<file path="src/rtl/jtopl_acc_st.sv">
// Stereo OPL channel accumulator: sums one frame of operator
// slots per channel, then saturates and latches a sample pair.
module jtopl_acc_st #(
  parameter int INW   = 13,
  parameter int OUTW  = 16,
  parameter int SLOTS = 18
) (
  input  logic                   clk,
  input  logic                   rst_n,
  input  logic                   cenop,
  input  logic                   zero,
  input  logic                   op,
  input  logic                   con,
  input  logic                   rhy,
  input  logic                   pan_l,
  input  logic                   pan_r,
  input  logic signed [INW-1:0]  op_result,
  output logic signed [OUTW-1:0] snd_l,
  output logic signed [OUTW-1:0] snd_r,
  output logic                   sample,
  output logic [1:0]             clip,
  output logic                   frame_err
);

  localparam int CW   = $clog2(SLOTS);
  localparam int ACCW = INW + 1 + CW;
  localparam int XW   = (ACCW > OUTW) ? ACCW : OUTW;

  localparam logic [CW-1:0] LAST = CW'(SLOTS - 1);

  localparam logic signed [XW-1:0] SMAX =
    {{(XW-OUTW+1){1'b0}}, {(OUTW-1){1'b1}}};
  localparam logic signed [XW-1:0] SMIN =
    {{(XW-OUTW+1){1'b1}}, {(OUTW-1){1'b0}}};

  logic signed [INW:0]    t;
  logic signed [INW:0]    tl;
  logic signed [INW:0]    tr;
  logic signed [ACCW-1:0] tl_x;
  logic signed [ACCW-1:0] tr_x;
  logic signed [ACCW-1:0] acc_l;
  logic signed [ACCW-1:0] acc_r;
  logic [CW-1:0]          cnt;
  logic                   seen;
  logic signed [OUTW-1:0] sat_l;
  logic signed [OUTW-1:0] sat_r;
  logic                   clp_l;
  logic                   clp_r;

  // Clamp an accumulator to the output range, flagging clamping.
  function automatic logic [OUTW:0] sat(
    input logic signed [ACCW-1:0] a
  );
    logic signed [XW-1:0] x;
    x = XW'(a);
    if (x > SMAX)
      sat = {1'b1, SMAX[OUTW-1:0]};
    else if (x < SMIN)
      sat = {1'b1, SMIN[OUTW-1:0]};
    else
      sat = {1'b0, x[OUTW-1:0]};
  endfunction

  // Build the slot term and route it to each channel.
  always_comb begin
    t = '0;
    if (op | con) begin
      t = {op_result[INW-1], op_result};
      if (rhy)
        t = {t[INW-1:0], 1'b0};
    end
    tl   = pan_l ? t : '0;
    tr   = pan_r ? t : '0;
    tl_x = {{(ACCW-INW-1){tl[INW]}}, tl};
    tr_x = {{(ACCW-INW-1){tr[INW]}}, tr};
    {clp_l, sat_l} = sat(acc_l);
    {clp_r, sat_r} = sat(acc_r);
  end

  // Accumulate slots; latch saturated samples at frame boundaries.
  always_ff @(posedge clk or negedge rst_n) begin
    if (!rst_n) begin
      acc_l     <= '0;
      acc_r     <= '0;
      cnt       <= '0;
      seen      <= 1'b0;
      snd_l     <= '0;
      snd_r     <= '0;
      sample    <= 1'b0;
      clip      <= 2'b00;
      frame_err <= 1'b0;
    end else begin
      sample <= 1'b0;
      if (cenop) begin
        if (zero) begin
          snd_l  <= sat_l;
          snd_r  <= sat_r;
          clip   <= {clp_r, clp_l};
          acc_l  <= tl_x;
          acc_r  <= tr_x;
          cnt    <= '0;
          sample <= 1'b1;
          seen   <= 1'b1;
          if (seen && cnt != LAST)
            frame_err <= 1'b1;
        end else begin
          acc_l <= acc_l + tl_x;
          acc_r <= acc_r + tr_x;
          if (cnt != LAST)
            cnt <= cnt + 1'b1;
        end
      end
    end
  end

endmodule

</file>
<file path="config.mk">
export PLATFORM = sky130hd
export DESIGN_NAME = jtopl_acc_st
export DESIGN_NICKNAME = d
export VERILOG_FILES = /design/src/rtl/jtopl_acc_st.sv
export SDC_FILE = /design/constraint.sdc
export NUM_CORES = 1
export LEC_CHECK = 0
export CAP_MARGIN = 20
export CORE_UTILIZATION = 35
export DETAILED_ROUTE_END_ITERATION = 7
export GPL_ROUTABILITY_DRIVEN = 1
export SETUP_SLACK_MARGIN = 0.5
export SYNTH_ARGS = -nofsm -noshare
export SYNTH_HDL_FRONTEND = slang
export SYNTH_SLANG_ARGS = --single-unit
export TNS_END_PERCENT = 1
</file>
<file path="constraint.sdc">
create_clock -name clk -period 5.15 [get_ports clk]
set_clock_uncertainty 0.15 [all_clocks]
set_input_delay 0.515 -clock clk [delete_from_list [all_inputs] [get_ports clk]]
set_output_delay 0.515 -clock clk [all_outputs]
set_load 0.05 [all_outputs]
</file>
==> results.json <==
{
  "worst_r2r_endpoint": "acc_r[18]$_DFFE_PN0P_",
  "multiInputGateArea_um2": 3200,
  "critPathKind": "in2reg",
  "cp-start-kind": "input pin",
  "total_power_w": 0.00271,
  "core_um2": 15100,
  "synth_area_leaders": "dfrtp_1, ha_1, nand2_1",
  "final_max_slew_viol_count": 0,
  "initial_utilization": 0.356,
  "clk_latency_ns": 0.36,
  "intPower_w": 0.00159,
  "clk_path_buf_depth": 2,
  "period_minus_slack_ns": 3.85,
  "grt_pass1_vias": 4783,
  "antenna_cells": 0,
  "seqPwrFrac": 0.330,
  "grt_max_degree": 81,
  "ctsRootBufferMaster": "clkbuf_16",
  "switching_power_w": 0.00112,
  "wirelength_um": 14000,
  "cts_tree": "built",
  "grt_pass1_wl_um": 23400,
  "drtIter0Drc": 395,
  "die_area_um2": 15900,
  "syn_avg_cell_area_um2": 8.45,
  "syn_area_um2": 5390,
  "p_leak_nw": 2.92,
  "clockPowerShare": 0.248,
  "status": "complete, but fails checks",
  "port_buffers": 57,
  "syn-num-nets": 700,
  "clk_pin_slew_ns": 0.07,
  "ant_nets": 0,
  "fillers": 1509,
  "dp.cells": 863,
  "stdcell_count": 880,
  "nets": 749,
  "io_pins": 58,
  "p_comb_frac": 0.422,
  "ys_ff_latch": 80,
  "setup-violations-final": 0,
  "cts_htree_levels": 3,
  "path_max_fanout": 13,
  "hpwl_um": 10200,
  "drt-pass1-iter-count": 5,
  "mostFrequentLayoutCell": "nand2_1",
  "fin_util": 0.427,
  "final_hold_viol_count": 11,
  "synth-seq-area-share": 0.371,
  "gr-total-overflow": 0,
  "synth_edf_count": 0,
  "synth_cells": 638,
  "violations": "negative hold slack",
  "tightestPinTransition_ns": 1.08,
  "wl_per_cell_um": 15.9,
  "clkSinkCount": 80,
  "synth_top_cell_area_share": 0.371,
  "vias": 4810,
  "numCtsBuffers": 9,
  "syn_to_final_growth_pct": 20.0,
  "finalSetupTns_ns": 0,
  "gp_congestion": 0.914,
  "reg2reg_slack_ns": 2.37,
  "hold_buffers": 0,
  "seq_area_um2": 2000,
  "ir_drop_v": 0.000176,
  "max_clock_freq_mhz": 260,
  "grt_usage": 0.185,
  "synth_cell_types": 67,
  "max_cap_violations": 0,
  "final_cell_mix": "nand2_1, dfrtp_1, nor2_1, a21oi_1, clkdlybuf4s50_1",
  "die_y_um": 126,
  "yosys_warnings": 0,
  "drive_gt1_frac": 0.0621,
  "cts-resized-gates": 0,
  "slew_headroom": 0.282,
  "final.period_utilization": 0.747,
  "swShare": 0.413,
  "r2r_cells": 10,
  "whs_ns": -0.0161,
  "viasPerCell": 5.47,
  "rsz0062_at_grt": "false",
  "dieWidth_um": 126,
  "post_cts_buffers": 0,
  "hold_class": "in2async",
  "critPathRequiredTime_ns": 5.28,
  "crit_path_end_kind": "flip-flop",
  "antenna_found_initial": 0,
  "cp.arrival_ns": 3.97,
  "drc_errors": 0,
  "ys.flop_type": "dfrtp_1",
  "yosysTopAreaCell": "dfrtp_1",
  "fp-row-count": 45,
  "timing.rr.start": "acc_r[0]$_DFFE_PN0P_",
  "ys_async_sr_fraction": 1.00,
  "cellPowerDensity_nw_per_um2": 419
}
power groups by stage:
stage | Combinational [W] | Clock [W] | Sequential, W
after global routing | 0.00125 | 0.000706 | 0.000920
final | 0.00114 | 0.000671 | 0.000895
after global placement | 0.00112 | 0 | 0.000901
after floorplan | 0.000551 | 0 | 0.00116
after detailed placement | 0.00114 | 0 | 0.000908
after CTS | 0.00114 | 0.000685 | 0.000897
Yosys cell counts, types with 7 or more instances:
master	number
nand2_1	88
dfrtp_1	80
nor2_1	69
a21oi_1	57
o21ai_0	52
ha_1	38
inv_1	23
clkbuf_1	21
mux2i_1	17
a21o_1	15
nand3_1	15
nor3_1	13
xnor2_1	12
xor2_1	12
o21a_1	10
and2_1	8
o21ai_1	8
a22oi_1	7
o21bai_1	7
layout make-up:
cell class | count | area share
inverter | 24 | 0.0139
sequential | 80 | 0.309
tap | 188 | 0.0363
timing repair buffer | 65 | 0.0990
clock inverter | 6 | 0.0104
multi-input combinational | 507 | 0.494
clock buffer | 10 | 0.0369
routing by layer:
layer	up-vias	GRT usage	part of all wire
li1	2370	-	-
met1	2273	0.241	0.47
met2	135	0.299	0.45
met3	32	0.0280	0.045
met4	0	0.0936	0.032
met5	-	0	0
logic make-up after synthesis:
logic type | Yosys count | share of synthesized area
AOI/OAI and AO/OA | 201 | 0.237
and+or+nand+nor | 220 | 0.179
muxes | 22 | 0.0427
xor gates and xnor gates | 24 | 0.0390
adders and majority gates | 40 | 0.0956
DFF | 80 | 0.371
buffers and inverters | 51 | 0.0357
worst max-delay path: stages:
cell and delay, ns:
clkdlybuf4s50_1 0.79, nand2b_1 0.34, nor2_1 0.14, ha_1 0.19, inv_1 0.05, fa_1 0.37, and2b_1 0.23, o2111ai_1 0.17
nand4_1 0.16, o211ai_2 0.18, o32ai_2 0.35, mux2_1 0.35, nor3_1 0.13
per-stage QoR:
step,worst slack (ns),area (um2)
after global routing,1.03,6470
after global placement,1.02,6150
after detailed placement,0.946,6150
final,1.30,6470
after floorplan,1.76,5390
after CTS,1.31,6450
flip-flops by register name (all words and copies together) (netlist names):
register,cells
snd_r,16
acc_r,19
frame_err,1
sample,1
seen,1
clip,2
acc_l,19
snd_l,16
cnt,5
worst max path at each step:
stage / startpoint / end / slack, ns / depth (start not counted)
floorplan: rhy / acc_r[13]$_DFFE_PN0P_ / 1.76 / 12
global placement: rhy / acc_r[18]$_DFFE_PN0P_ / 1.02 / 13
detailed placement: rhy / acc_r[18]$_DFFE_PN0P_ / 0.95 / 13
CTS: rhy / acc_r[18]$_DFFE_PN0P_ / 1.31 / 13
global route: rhy / acc_r[18]$_DFFE_PN0P_ / 1.03 / 12
finish: rhy / acc_r[18]$_DFFE_PN0P_ / 1.30 / 13
(Power assumes the default switching activity.)
